`config.mk`:
```
export PLATFORM = sky130hd
export DESIGN_NAME = ir_rx_decoder
export DESIGN_NICKNAME = d
export VERILOG_FILES = /design/src/rtl/ir_rx_decoder.sv
export SDC_FILE = /design/constraint.sdc
export NUM_CORES = 1
export LEC_CHECK = 0
export BUFFER_PORTS_ARGS = -buffer_cell sky130_fd_sc_hd__buf_2
export CORE_MARGIN = 8
export CORE_UTILIZATION = 40
export CTS_CLUSTER_DIAMETER = 200
export CTS_CLUSTER_SIZE = 24
export DETAILED_ROUTE_END_ITERATION = 8
export PLACE_DENSITY = 0.67
export SLEW_MARGIN = 20
export SYNTH_ARGS = -nofsm -noshare
export SYNTH_HDL_FRONTEND = slang
export SYNTH_SLANG_ARGS = --single-unit
export TNS_END_PERCENT = 1
```
`constraint.sdc`:
```
create_clock -name clk -period 1.76 [get_ports clk]
set_input_delay 0 -clock clk [delete_from_list [all_inputs] [get_ports clk]]
set_output_delay 0 -clock clk [all_outputs]
set_load 0.01 [all_outputs]
```
`src/rtl/ir_rx_decoder.sv`:
```
// ir_rx_decoder: NEC-format IR receive decoder.
// Takes the demodulated, active-low output of an external 38 kHz IR receiver.
// It measures mark and space durations in quarter-unit (Q) ticks and decodes:
//   - 32-bit frames (LSB first),
//   - repeat codes,
//   - out-of-window and timeout errors.
// Optional build macro IR_RX_CHECK_EN: reject frames whose address/command
// bytes are not followed by their bitwise inverses.
module ir_rx_decoder #(
    parameter int PRESC  = 1688,
    parameter int TOUT_Q = 80
) (
    input  logic        clk,
    input  logic        rst,
    input  logic        ir_rx,
    input  logic        en,
    output logic [31:0] rx_data,
    output logic        rx_valid,
    output logic        rx_rpt,
    output logic        rx_err,
    output logic        rx_busy
);

    localparam int              PW         = (PRESC > 1) ? $clog2(PRESC) : 1;
    localparam logic [PW-1:0]   PRESC_LAST = PW'(PRESC - 1);
    localparam logic [7:0]      TOUT_LIM   = 8'(TOUT_Q);

    // Acceptance windows in Q, inclusive
    localparam logic [7:0] LEAD_MARK_LO  = 8'd56;
    localparam logic [7:0] LEAD_MARK_HI  = 8'd72;
    localparam logic [7:0] LEAD_SPACE_LO = 8'd28;
    localparam logic [7:0] LEAD_SPACE_HI = 8'd36;
    localparam logic [7:0] RPT_SPACE_LO  = 8'd13;
    localparam logic [7:0] RPT_SPACE_HI  = 8'd19;
    localparam logic [7:0] SHORT_LO      = 8'd2;   // bit mark, "0" space, stop mark
    localparam logic [7:0] SHORT_HI      = 8'd6;
    localparam logic [7:0] ONE_SPACE_LO  = 8'd10;
    localparam logic [7:0] ONE_SPACE_HI  = 8'd14;

    typedef enum logic [2:0] {
        IDLE,
        LEAD_MARK,
        LEAD_SPACE,
        BIT_MARK,
        BIT_SPACE,
        STOP_MARK,
        RPT_STOP
    } state_t;

    state_t         state_reg;
    logic [2:0]     sync_reg;      // [0],[1] synchronizer, [2] previous synced value
    logic [PW-1:0]  presc_reg;
    logic [7:0]     q_reg;
    logic [31:0]    shift_reg;
    logic [4:0]     bit_idx_reg;
    logic [31:0]    rx_data_reg;
    logic           rx_valid_reg;
    logic           rx_rpt_reg;
    logic           rx_err_reg;
    logic           rx_busy_reg;

    logic           edge_fall;
    logic           edge_rise;
    logic           edge_any;
    logic           timed_out;

    // Falling edge on the synced input is the start of a mark (carrier on)
    assign edge_fall = sync_reg[2] & ~sync_reg[1];
    assign edge_rise = ~sync_reg[2] & sync_reg[1];
    assign edge_any  = edge_fall | edge_rise;
    assign timed_out = (q_reg > TOUT_LIM);

    function automatic logic in_win(input logic [7:0] v, input logic [7:0] lo,
                                    input logic [7:0] hi);
        return (v >= lo) && (v <= hi);
    endfunction

    // Two-flop synchronizer plus a history flop for edge detection; idles high
    always_ff @(posedge clk) begin
        if (rst) begin
            sync_reg <= 3'b111;
        end else begin
            sync_reg <= {sync_reg[1:0], ir_rx};
        end
    end

    // Prescaler and saturating Q counter, both restarted by every synced edge
    always_ff @(posedge clk) begin
        if (rst) begin
            presc_reg <= '0;
            q_reg     <= 8'd0;
        end else if (edge_any) begin
            presc_reg <= '0;
            q_reg     <= 8'd0;
        end else if (presc_reg == PRESC_LAST) begin
            presc_reg <= '0;
            if (q_reg != 8'hFF) begin
                q_reg <= q_reg + 8'd1;
            end
        end else begin
            presc_reg <= presc_reg + 1'b1;
        end
    end

    // Frame FSM with registered event pulses, busy flag and data register
    always_ff @(posedge clk) begin
        if (rst) begin
            state_reg    <= IDLE;
            shift_reg    <= 32'd0;
            bit_idx_reg  <= 5'd0;
            rx_data_reg  <= 32'd0;
            rx_valid_reg <= 1'b0;
            rx_rpt_reg   <= 1'b0;
            rx_err_reg   <= 1'b0;
            rx_busy_reg  <= 1'b0;
        end else begin
            rx_valid_reg <= 1'b0;
            rx_rpt_reg   <= 1'b0;
            rx_err_reg   <= 1'b0;
            if (!en) begin
                // Disabling is a silent abort: no error pulse, data held
                state_reg   <= IDLE;
                rx_busy_reg <= 1'b0;
            end else if ((state_reg != IDLE) && timed_out) begin
                rx_err_reg  <= 1'b1;
                state_reg   <= IDLE;
                rx_busy_reg <= 1'b0;
            end else begin
                case (state_reg)
                    IDLE: begin
                        if (edge_fall) begin
                            state_reg   <= LEAD_MARK;
                            rx_busy_reg <= 1'b1;
                        end
                    end
                    LEAD_MARK: begin
                        if (edge_rise) begin
                            if (in_win(q_reg, LEAD_MARK_LO, LEAD_MARK_HI)) begin
                                state_reg <= LEAD_SPACE;
                            end else begin
                                rx_err_reg  <= 1'b1;
                                state_reg   <= IDLE;
                                rx_busy_reg <= 1'b0;
                            end
                        end
                    end
                    LEAD_SPACE: begin
                        if (edge_fall) begin
                            if (in_win(q_reg, LEAD_SPACE_LO, LEAD_SPACE_HI)) begin
                                bit_idx_reg <= 5'd0;
                                state_reg   <= BIT_MARK;
                            end else if (in_win(q_reg, RPT_SPACE_LO, RPT_SPACE_HI)) begin
                                state_reg <= RPT_STOP;
                            end else begin
                                rx_err_reg  <= 1'b1;
                                state_reg   <= IDLE;
                                rx_busy_reg <= 1'b0;
                            end
                        end
                    end
                    BIT_MARK: begin
                        if (edge_rise) begin
                            if (in_win(q_reg, SHORT_LO, SHORT_HI)) begin
                                state_reg <= BIT_SPACE;
                            end else begin
                                rx_err_reg  <= 1'b1;
                                state_reg   <= IDLE;
                                rx_busy_reg <= 1'b0;
                            end
                        end
                    end
                    BIT_SPACE: begin
                        // Space length encodes the bit; first bit ends up in bit 0
                        if (edge_fall) begin
                            if (in_win(q_reg, SHORT_LO, SHORT_HI) ||
                                in_win(q_reg, ONE_SPACE_LO, ONE_SPACE_HI)) begin
                                shift_reg <= {in_win(q_reg, ONE_SPACE_LO, ONE_SPACE_HI),
                                              shift_reg[31:1]};
                                if (bit_idx_reg == 5'd31) begin
                                    state_reg <= STOP_MARK;
                                end else begin
                                    bit_idx_reg <= bit_idx_reg + 5'd1;
                                    state_reg   <= BIT_MARK;
                                end
                            end else begin
                                rx_err_reg  <= 1'b1;
                                state_reg   <= IDLE;
                                rx_busy_reg <= 1'b0;
                            end
                        end
                    end
                    STOP_MARK: begin
                        if (edge_rise) begin
                            state_reg   <= IDLE;
                            rx_busy_reg <= 1'b0;
                            if (in_win(q_reg, SHORT_LO, SHORT_HI)) begin
`ifdef IR_RX_CHECK_EN
                                if ((shift_reg[15:8] == ~shift_reg[7:0]) &&
                                    (shift_reg[31:24] == ~shift_reg[23:16])) begin
                                    rx_data_reg  <= shift_reg;
                                    rx_valid_reg <= 1'b1;
                                end else begin
                                    rx_err_reg <= 1'b1;
                                end
`else
                                rx_data_reg  <= shift_reg;
                                rx_valid_reg <= 1'b1;
`endif
                            end else begin
                                rx_err_reg <= 1'b1;
                            end
                        end
                    end
                    RPT_STOP: begin
                        if (edge_rise) begin
                            state_reg   <= IDLE;
                            rx_busy_reg <= 1'b0;
                            if (in_win(q_reg, SHORT_LO, SHORT_HI)) begin
                                rx_rpt_reg <= 1'b1;
                            end else begin
                                rx_err_reg <= 1'b1;
                            end
                        end
                    end
                    default: begin
                        state_reg   <= IDLE;
                        rx_busy_reg <= 1'b0;
                    end
                endcase
            end
        end
    end

    assign rx_data  = rx_data_reg;
    assign rx_valid = rx_valid_reg;
    assign rx_rpt   = rx_rpt_reg;
    assign rx_err   = rx_err_reg;
    assign rx_busy  = rx_busy_reg;

endmodule

```
==> load_flow_metrics.sql <==
INSERT INTO impl_metrics (metric_group, metric, value, unit) VALUES
('power_and_ir_drop', 'vdd_drop_max', '0.472', 'mV'),
('final_layout', 'synthToLayoutAreaGrowth', '25.2', '%'),
('synthesis', 'synth_cells', '493', ''),
('timing', 'post-route-period-util', '107', '%'),
('global_routing', 'grt_pass1_vias', '3498', ''),
('drt', 'wl_per_cell', '13.5', 'microns'),
('global_routing', 'wire_length_of_the_first_global_routing_pass', '16.4', 'mm'),
('final_layout', 'final_core_utilization', '50.6', '%'),
('drt', 'vias', '3643', ''),
('final_layout', 'post_route_cells_drive_above_1_share', '27.7', '%'),
('clock_tree', 'numCtsBuffers', '9', ''),
('synthesis', 'edff_count_synth', '0', ''),
('drt', 'detail_route.first_pass.iterations', '4', ''),
('timing', 'finalHoldViolations', '0', ''),
('floorplan', 'die_w', '120', 'microns'),
('drt', 'vias_per_cell', '5.02', ''),
('final_layout', 'finalInstanceArea', '0.00539', 'sq mm'),
('synthesis', 'synth_area_leader', 'sky130_fd_sc_hd__dfxtp_1', ''),
('outcome', 'run_status', 'finished with violations', ''),
('place', 'dpl_cell_area', '0.00497', 'sq mm'),
('drt', 'drcViolationCount', '0', ''),
('timing', 'grt_setup_unrepaired', 'true', ''),
('worst_hold_path', 'hold_path_class', 'in -> reg', ''),
('place', 'number_of_buffers_inserted_by_port_buffering', '39', ''),
('setup_path', 'startpoint_type', 'flop', ''),
('timing', 'hold_ws', '0.0381', 'ns'),
('final_layout', 'diode_insertion_count_for_antenna_repair', '0', ''),
('global_routing', 'grt.total_usage', '13.9', '%'),
('synthesis', 'synth.area.top_cells', 'sky130_fd_sc_hd__dfxtp_1 46%, sky130_fd_sc_hd__mux2i_1 7.4%, sky130_fd_sc_hd__nand2_1 7.2%', ''),
('setup_path', 'worstSetupPathType', 'reg -> reg', ''),
('timing', 'finalSetupViolCount', '38', ''),
('timing', 'final_max_slew_viol_count', '0', ''),
('power_and_ir_drop', 'post-layout-total-power', '3.72', 'mW'),
('drt', 'route.antenna.remaining_nets', '0', ''),
('synthesis', 'async_set_or_reset_flop_fraction_in_the_synthesized_netlist', '0', '%'),
('final_layout', 'layoutNonFillerInstCount', '725', ''),
('timing', 'worst_slack', '-0.117', 'ns'),
('drt', 'detail_route.iter0.violations', '205', ''),
('place', 'gpl.final_weighted_congestion', '0.884', ''),
('clock_tree', 'clkSinkCount', '98', ''),
('place', 'detailed_place_hpwl', '6.84', 'mm'),
('floorplan', 'num_ports', '40', ''),
('synthesis', 'synth_cell_type_count', '62', ''),
('setup_path', 'slowest_stage_delay_on_critical_path', '0.36', 'ns'),
('global_routing', 'global_route.overflow_total', '0', ''),
('final_layout', 'fillerInstances', '1020', ''),
('setup_path', 'slowest_stage', 'sky130_fd_sc_hd__dfxtp_4', ''),
('timing', 'tightest_slew', '0.525', 'ns'),
('setup_path', 'endpoint_kind', 'flop', ''),
('power_and_ir_drop', 'leakage_power', '2.10', 'nW'),
('final_layout', 'commonest_cells_after_routing_fill_and_taps_aside', '92 x sky130_fd_sc_hd__dfxtp_1, 83 x sky130_fd_sc_hd__nand2_1, 60 x sky130_fd_sc_hd__nor2_1, 59 x sky130_fd_sc_hd__buf_4, 40 x sky130_fd_sc_hd__a21oi_1', ''),
('synthesis', 'ys_dominant_reg_cell', 'sky130_fd_sc_hd__dfxtp_1', ''),
('clock_tree', 'root_buffer', 'sky130_fd_sc_hd__clkbuf_8', ''),
('synthesis', 'synth_nets', '506', ''),
('setup_path', 'cp.arrival', '2.12', 'ns'),
('setup_path', 'crit_required', '2.00', 'ns'),
('synthesis', 'synth-seq-area-share', '45.6', '%'),
('setup_path', 'worstPathCellList', 'buf_6 > nor4b_4 > o21ai_2 > a211oi_4 > buf_6 > buf_12 > mux2i_1 > nor2_1', ''),
('place', 'place_worst_setup_slack', '-0.140', 'ns'),
('job', 'drv.max_cap_violation_count', '0', ''),
('clock_tree', 'clkTransAtPathRegs', '0.10', 'ns'),
('floorplan', 'fp.dieArea', '0.0143', 'sq mm'),
('final_layout', 'finish.net_count', '593', ''),
('global_routing', 'grt_max_degree', '56', ''),
('synthesis', 'postSynthRegisterBits', '98', ''),
('timing', 'fmaxAchievable', '533', 'MHz'),
('floorplan', 'die_h', '120', 'microns'),
('timing', 'max_slew_margin', '65.0', '%'),
('synthesis', 'syn-mean-instance-area', '8.72', 'sq um'),
('global_routing', 'grt_antenna_before_repair', '0', ''),
('outcome', 'violations', 'negative setup slack', '');
==> metal layers <==
metal	GRT usage, %	up-vias	routed length (microns)
li1	-	1849	-
met1	16.2	1725	4410
met2	23.2	55	4760
met3	3.43	14	404
met4	7.34	0	206
met5	0	-	0
==> critical path: cells and delay by family (launching register included) <==
family | cells | cell delay (ns)
multiplexers | 1 | 0.19
AND/OR/NAND/NOR | 2 | 0.35
buffers and inverters | 3 | 0.42
flip-flops | 1 | 0.36
AO/OA/AOI/OAI | 2 | 0.41
==> cell usage after synthesis (all sizes together) (4+ instances only) <==
master   n
nor3     7
o21ai    9
or2      6
ha       9
dfxtp   98
and3     7
nand2b   4
nor2b    4
nor2    61
clkbuf  17
nand3   17
mux2i   32
inv     13
xnor2    7
buf     15
o32ai    4
nand2   83
xor2     6
a21oi   41
==> cell families after synthesis <==
kind of cell,Yosys count,synth area share (%)
and+or+nand+nor,215,24.5
DFF,98,45.6
AOI/OAI and AO/OA,79,11.7
buffers and inverters,46,5.27
muxes,33,7.71
xor gates and xnor gates,13,2.65
adders and majority gates,9,2.62
==> where the power goes <==
group / internal (mW) / switching, mW
sequential: 2.22 / 0.00729
combinational: 0.0396 / 0.0721
clock: 0.539 / 0.835
==> repair_timing <==
item,4_1_cts,5_1_grt
hold buffers,2,0
pin swaps,11,3
endpoints found under the hold margin,2,0
gates cloned,2,0
setup buffers,7,0
setup endpoints to repair,74,77
gates resized for setup,21,17
==> area by class of cell <==
class	count	area, sq um	share of cell area (%)
clock buffers	9	124	2.30
clock inverters	7	58.8	1.09
inverters	14	55.1	1.02
multi-input cells	349	2190	40.7
flip-flops and latches	98	1970	36.7
well taps	140	175	3.25
repair buffers	108	807	15.0
==> final timing paths <==
check,start,end,slack (ns),cells past startpoint
min,rst,rx_data[4],0.04,3
max,q_reg[5],shift_reg[24],-0.12,8
max reg2reg,q_reg[5],shift_reg[24],-0.12,8
min reg2reg,sync_reg[0],sync_reg[1],0.42,1
(Power assumes the default switching activity.)
